## config.mk

```make
export PLATFORM = sky130hd
export DESIGN_NAME = imem_responder
export DESIGN_NICKNAME = d
export VERILOG_FILES = /design/src/rtl/imem_responder.sv
export SDC_FILE = /design/constraint.sdc
export NUM_CORES = 2
export LEC_CHECK = 0
export CORE_MARGIN = 3
export CORE_UTILIZATION = 56
export DETAILED_ROUTE_END_ITERATION = 16
export PLACE_DENSITY = 0.75
export SETUP_SLACK_MARGIN = 0.5
export SYNTH_ARGS = -nofsm -noshare
export SYNTH_HDL_FRONTEND = slang
export SYNTH_SLANG_ARGS = --single-unit
```

## constraint.sdc

```tcl
create_clock -name clk -period 2.8 [get_ports clk]
set_clock_uncertainty 0.15 [all_clocks]
set_input_delay 0.56 -clock clk [delete_from_list [all_inputs] [get_ports clk]]
set_output_delay 0.56 -clock clk [all_outputs]
set_load 0.02 [all_outputs]
```

## src/rtl/imem_responder.sv

```systemverilog
// Instruction-memory responder: valid/ready fetch request, LATENCY wait states, registered response.
// Optional macro IMEM_FLUSH_EN adds a flush input that aborts an in-flight fetch.
module imem_responder #(
  parameter int          DEPTH    = 64,
  parameter int          LATENCY  = 2,
  parameter logic [31:0] NOP_WORD = 32'hD503201F
) (
  input  logic                     clk,
  input  logic                     reset,
  input  logic                     req_valid,
  input  logic [63:0]              req_addr,
  output logic                     req_ready,
  output logic                     resp_valid,
  output logic [31:0]              resp_instr,
  output logic                     resp_err,
  input  logic                     resp_ready,
  input  logic                     load_en,
  input  logic [$clog2(DEPTH)-1:0] load_addr,
  input  logic [31:0]              load_data
`ifdef IMEM_FLUSH_EN
  ,
  input  logic                     flush
`endif
);

  localparam int IDX_W = $clog2(DEPTH);

  typedef enum logic [1:0] {IDLE, WAIT, RESP} state_t;

  state_t      state, state_nxt;
  logic [3:0]  cnt;
  logic [63:0] addr_q;
  logic [63:0] fetch_addr;
  logic        accept;
  logic        enter_resp;
  logic        flush_i;
  logic [31:0] mem [DEPTH];

`ifdef IMEM_FLUSH_EN
  assign flush_i = flush;
`else
  assign flush_i = 1'b0;
`endif

  // Misaligned or beyond the array: no wrap-around, the upper index bits must be zero.
  function automatic logic addr_bad(input logic [63:0] a);
    return (a[1:0] != 2'b00) || (a[63:IDX_W+2] != '0);
  endfunction

  assign req_ready  = reset && (state == IDLE) && !flush_i;
  assign accept     = req_ready && req_valid;
  assign resp_valid = (state == RESP);
  // With LATENCY=0 the response is registered on the accepting edge, straight from req_addr.
  assign fetch_addr = (state == IDLE) ? req_addr : addr_q;

  always_comb begin
    state_nxt  = state;
    enter_resp = 1'b0;
    case (state)
      IDLE: begin
        if (accept) begin
          if (LATENCY == 0) begin
            state_nxt  = RESP;
            enter_resp = 1'b1;
          end else begin
            state_nxt = WAIT;
          end
        end
      end
      WAIT: begin
        if (cnt == 4'd1) begin
          state_nxt  = RESP;
          enter_resp = 1'b1;
        end
      end
      RESP: begin
        if (resp_ready) state_nxt = IDLE;
      end
      default: state_nxt = IDLE;
    endcase
    if (flush_i && (state != IDLE)) begin
      state_nxt  = IDLE;
      enter_resp = 1'b0;
    end
  end

  always_ff @(posedge clk or negedge reset) begin
    if (!reset) begin
      state      <= IDLE;
      cnt        <= '0;
      resp_instr <= '0;
      resp_err   <= 1'b0;
    end else begin
      state <= state_nxt;
      if (accept)
        cnt <= 4'(LATENCY);
      else if (state == WAIT)
        cnt <= cnt - 4'd1;
      // Nonblocking memory write below makes this a read-before-write on a same-edge load.
      if (enter_resp) begin
        resp_err   <= addr_bad(fetch_addr);
        resp_instr <= addr_bad(fetch_addr) ? NOP_WORD : mem[fetch_addr[IDX_W+1:2]];
      end
    end
  end

  // Program image and captured address are data: retained across reset.
  always_ff @(posedge clk) begin
    if (accept)  addr_q <= req_addr;
    if (load_en) mem[load_addr] <= load_data;
  end

endmodule

```

==> summary.txt <==
Cells and area
  – Area of the multi-input gates: 20,400 um^2
  – # fillers: 8,024
  – Final nets: 6,249
  – Post-Layout Cell Count: 8,257
  – Commonest non-fill, non-tap cells in the layout: edfxtp_1 (2,112), nand2_1 (959), buf_4 (482), mux2i_1 (274), nand3_1 (270)
  – Layout area overhead: 27.5%
  – Sequential Area: 64,400 um^2
  – Commonest non-fill, non-tap cell in the layout: edfxtp_1
  – Share of cells above drive strength 1: 28.4%

Clock network
  – TritonCTS buffer count: 203
  – TritonCTS clock tree: yes
  – Clk_lat worst skew: 0.87 ns
  – Clock H-tree levels: 4
  – Clock Tree Root: clkbuf_16
  – Clock buffer depth: 3
  – Worst-path clk slew: 0.06 ns
  – CTS Sinks: 2,151

Critical path
  – Reg2reg start: state[0]
  – Delay-heaviest family, CP: buffers and inverters
  – Setup CP Type: reg2reg
  – Setup crit start kind: flop
  – Data arrival, critical path: 3.99 ns
  – WP buf/inv: 8
  – CP max stage cell: dfrtp_2
  – Worst stage delay on the critical path: 0.46 ns
  – Critical path's most frequent cell: buf_12
  – Required @ worst endpoint: 3.36 ns
  – Setup crit end kind: flop
  – CP cell instances: buf_6 > or3b_4 > buf_6 > a22oi_2 > buf_12 > buf_12 > buf_12 > buf_16 > buf_8 > nand3_4 > a22oi_2 > o22ai_1 > o21ai_1 > buf_4 > o2111ai_2
  – CP startpoint: state[0]
  – Critical Path Fanout Max: 6

Floorplan
  – Core area: 148,000 um^2
  – Die area: 154,000 um^2
  – Io pins: 142
  – Die W: 393 um
  – Initial core utilization: 56.5%
  – Rows: 141
  – Chip height: 393 um

Timing
  – PnR worst setup slack: -0.633 ns
  – Fin. max-slew vios: 0
  – Final setup violation count: 33
  – Final hold slack: 0.0559 ns
  – Minimum clock period: 3.43 ns
  – Slew HR: 26.8%
  – Final Hold Fails: 0
  – Worst Tran Pin Value: 1.10 ns
  – RSZ-0062 raised after global routing: true
  – F_max: 291 MHz
  – Final cycle utilization of the critical path: 123%

Logic synthesis
  – Syn Nets: 5,322
  – Asr flop ratio synth: 1.81%
  – Post-synth EDFFs: 2,112
  – Yosys cell types: 83
  – Syn. warnings: 0
  – Main synth FF type: edfxtp_1
  – Mapped Cells: 5,213
  – Syn Area/Cell: 16.1 um^2
  – Synthesized area: 83,700 um^2
  – Sequential-to-total area share from yosys stat: 77.0%
  – Number of synthesized register bits: 2,151

Routing
  – Via count: 56,900
  – WL/cell: 34.3 um
  – Number of antenna-violating nets in the routed design: 0
  – DRC: 0
  – 1st-iter DRT viols: 9,680
  – Total Routed Length: 283 mm
  – DRT Pass-1 Iters: 6
  – Via/cell ratio: 6.89

Global route
  – Global route overflow: 0
  – Initial antenna violation count: 15
  – Met1 Resource Use GR: 45.0%
  – Maximum number of pins on one net before global-route repair: 65
  – Met3 Usage GRT: 10.1%
  – First-pass GRT wire length: 389 mm
  – Met2 usage: 54.1%
  – Vias in the first global route: 55,900
  – GRT Util Overall: 35.5%
  – Top Usage Layer GRT: met2

Placed design
  – Port Buffers: 141
  – Placed Instances: 7,638
  – RePlAce Congestion: 0.904
  – HPWL after detailed placement: 158 mm

Worst hold path
  – Hold path startpoint: load_data[6]
  – Path category of the worst min-delay check: in2reg

Power
  – VDD IR max: 0.000682 V
  – Power Density: 948 nW/um^2
  – Lkg Pwr: 36.4 nW

Job
  – Total of max-cap violations: 0

Outcome
  – Status: complete, but fails checks
  – Failing checks: negative setup slack
==> through the flow <==
stage          util, %  setup TNS (ns)  cell area [um^2]  setup slack (ns)  total power [W]
6_report          72.1          -15.10            107000            -0.633            0.101
3_3_place_gp      63.8          -42.09             94400             -1.83           0.0637
5_1_grt           72.1          -15.51            107000            -0.605            0.103
3_5_place_dp      63.8          -50.41             94400             -1.94           0.0643
4_1_cts           70.9          -11.75            105000            -0.511           0.0970
2_1_floorplan        -               0             84300             0.113           0.0520
==> final cells by class <==
type                            count  share of cell area [%]
Timing Repair Buffer             1059                    11.9
Inverter                            6                  0.0246
Multi-Input combinational cell   2719                    19.1
Tap cell                         1930                    2.26
Clock inverter                     95                    1.02
Antenna cell                       11                  0.0258
Clock buffer                      286                    5.32
Sequential cell                  2151                    60.4
==> cells in the mapped netlist, drive strengths merged (7+ instances only) <==
| master | instances | area (um^2) |
|---|---|---|
| nand2 | 974 | 3670 |
| a21oi | 48 | 244 |
| nor4 | 41 | 257 |
| a32oi | 185 | 1620 |
| or3 | 9 | 56.3 |
| buf | 210 | 1380 |
| a211oi | 78 | 586 |
| nor2b | 7 | 43.8 |
| nor3 | 7 | 35.0 |
| a31oi | 107 | 669 |
| a32o | 19 | 190 |
| o22ai | 51 | 319 |
| nor2 | 105 | 413 |
| mux4 | 82 | 1880 |
| nand2b | 12 | 75.1 |
| a22oi | 20 | 155 |
| and3 | 92 | 576 |
| nand3 | 302 | 1510 |
| edfxtp | 2112 | 63400 |
| nand4 | 67 | 419 |
| o21ai | 66 | 338 |
| a311oi | 27 | 236 |
| o2111ai | 13 | 114 |
| clkbuf | 127 | 477 |
| mux2i | 283 | 2840 |
| o211ai | 7 | 52.6 |
| dfrtp | 39 | 976 |
| a211o | 7 | 61.3 |
==> flip-flops by register name (all words and copies together) (netlist names) <==
signal and count:
mem 2048, state 2, resp_err 1, addr_q 64
resp_instr 32, cnt 4
==> final timing paths <==
| check | depth (start not counted) | slack [ns] | endpoint |
|---|---|---|---|
| worst min-delay path | 2 | 0.06 | mem[42][6] |
| min in group asynchronous | 3 | 0.43 | state[1] |
| worst max-delay path | 15 | -0.63 | resp_instr[19] |
| worst max register to register | 15 | -0.63 | resp_instr[19] |
| worst min register to register | 2 | 0.41 | resp_instr[29] |
| max in group asynchronous | 3 | 1.26 | resp_instr[1] |
==> where the power goes <==
part	internal, W	leakage (nW)	switching, W
registers	0.0359	19.5	0.000343
clock network	0.0157	3.27	0.0123
logic	0.0159	13.7	0.0210
total	0.0675	36.4	0.0336
==> repair_timing <==
item / 4_1_cts / 5_1_grt
hold endpoints to repair: 55 / 0
pin swaps: 156 / 114
hold buffers: 2 / 0
resized for setup: 568 / 211
buffers inserted: 130 / 69
cloned: 21 / 5
setup endpoints to repair: 129 / 94
==> per-layer routing <==
layer | vias to the layer above | part of all wire [%]
met5 | - | 0.012
met4 | 4 | 8.1
met3 | 1321 | 15
met2 | 5204 | 45
met1 | 28000 | 32
li1 | 22400 | -
==> cell families (layout without fill, tap and decap cells) <==
kind of cell,after synthesis,in the layout,share of synthesized area [%]
other,0,11,0
DFF,2151,2151,77.0
AOI/OAI and AO/OA,707,707,6.39
and+or+nand+nor,1637,1637,8.63
xor gates and xnor gates,3,3,0.0314
adders and majority gates,2,2,0.0299
muxes,370,370,5.71
buffers and inverters,343,1446,2.25
Note: power is estimated with default switching activity, not from simulation.
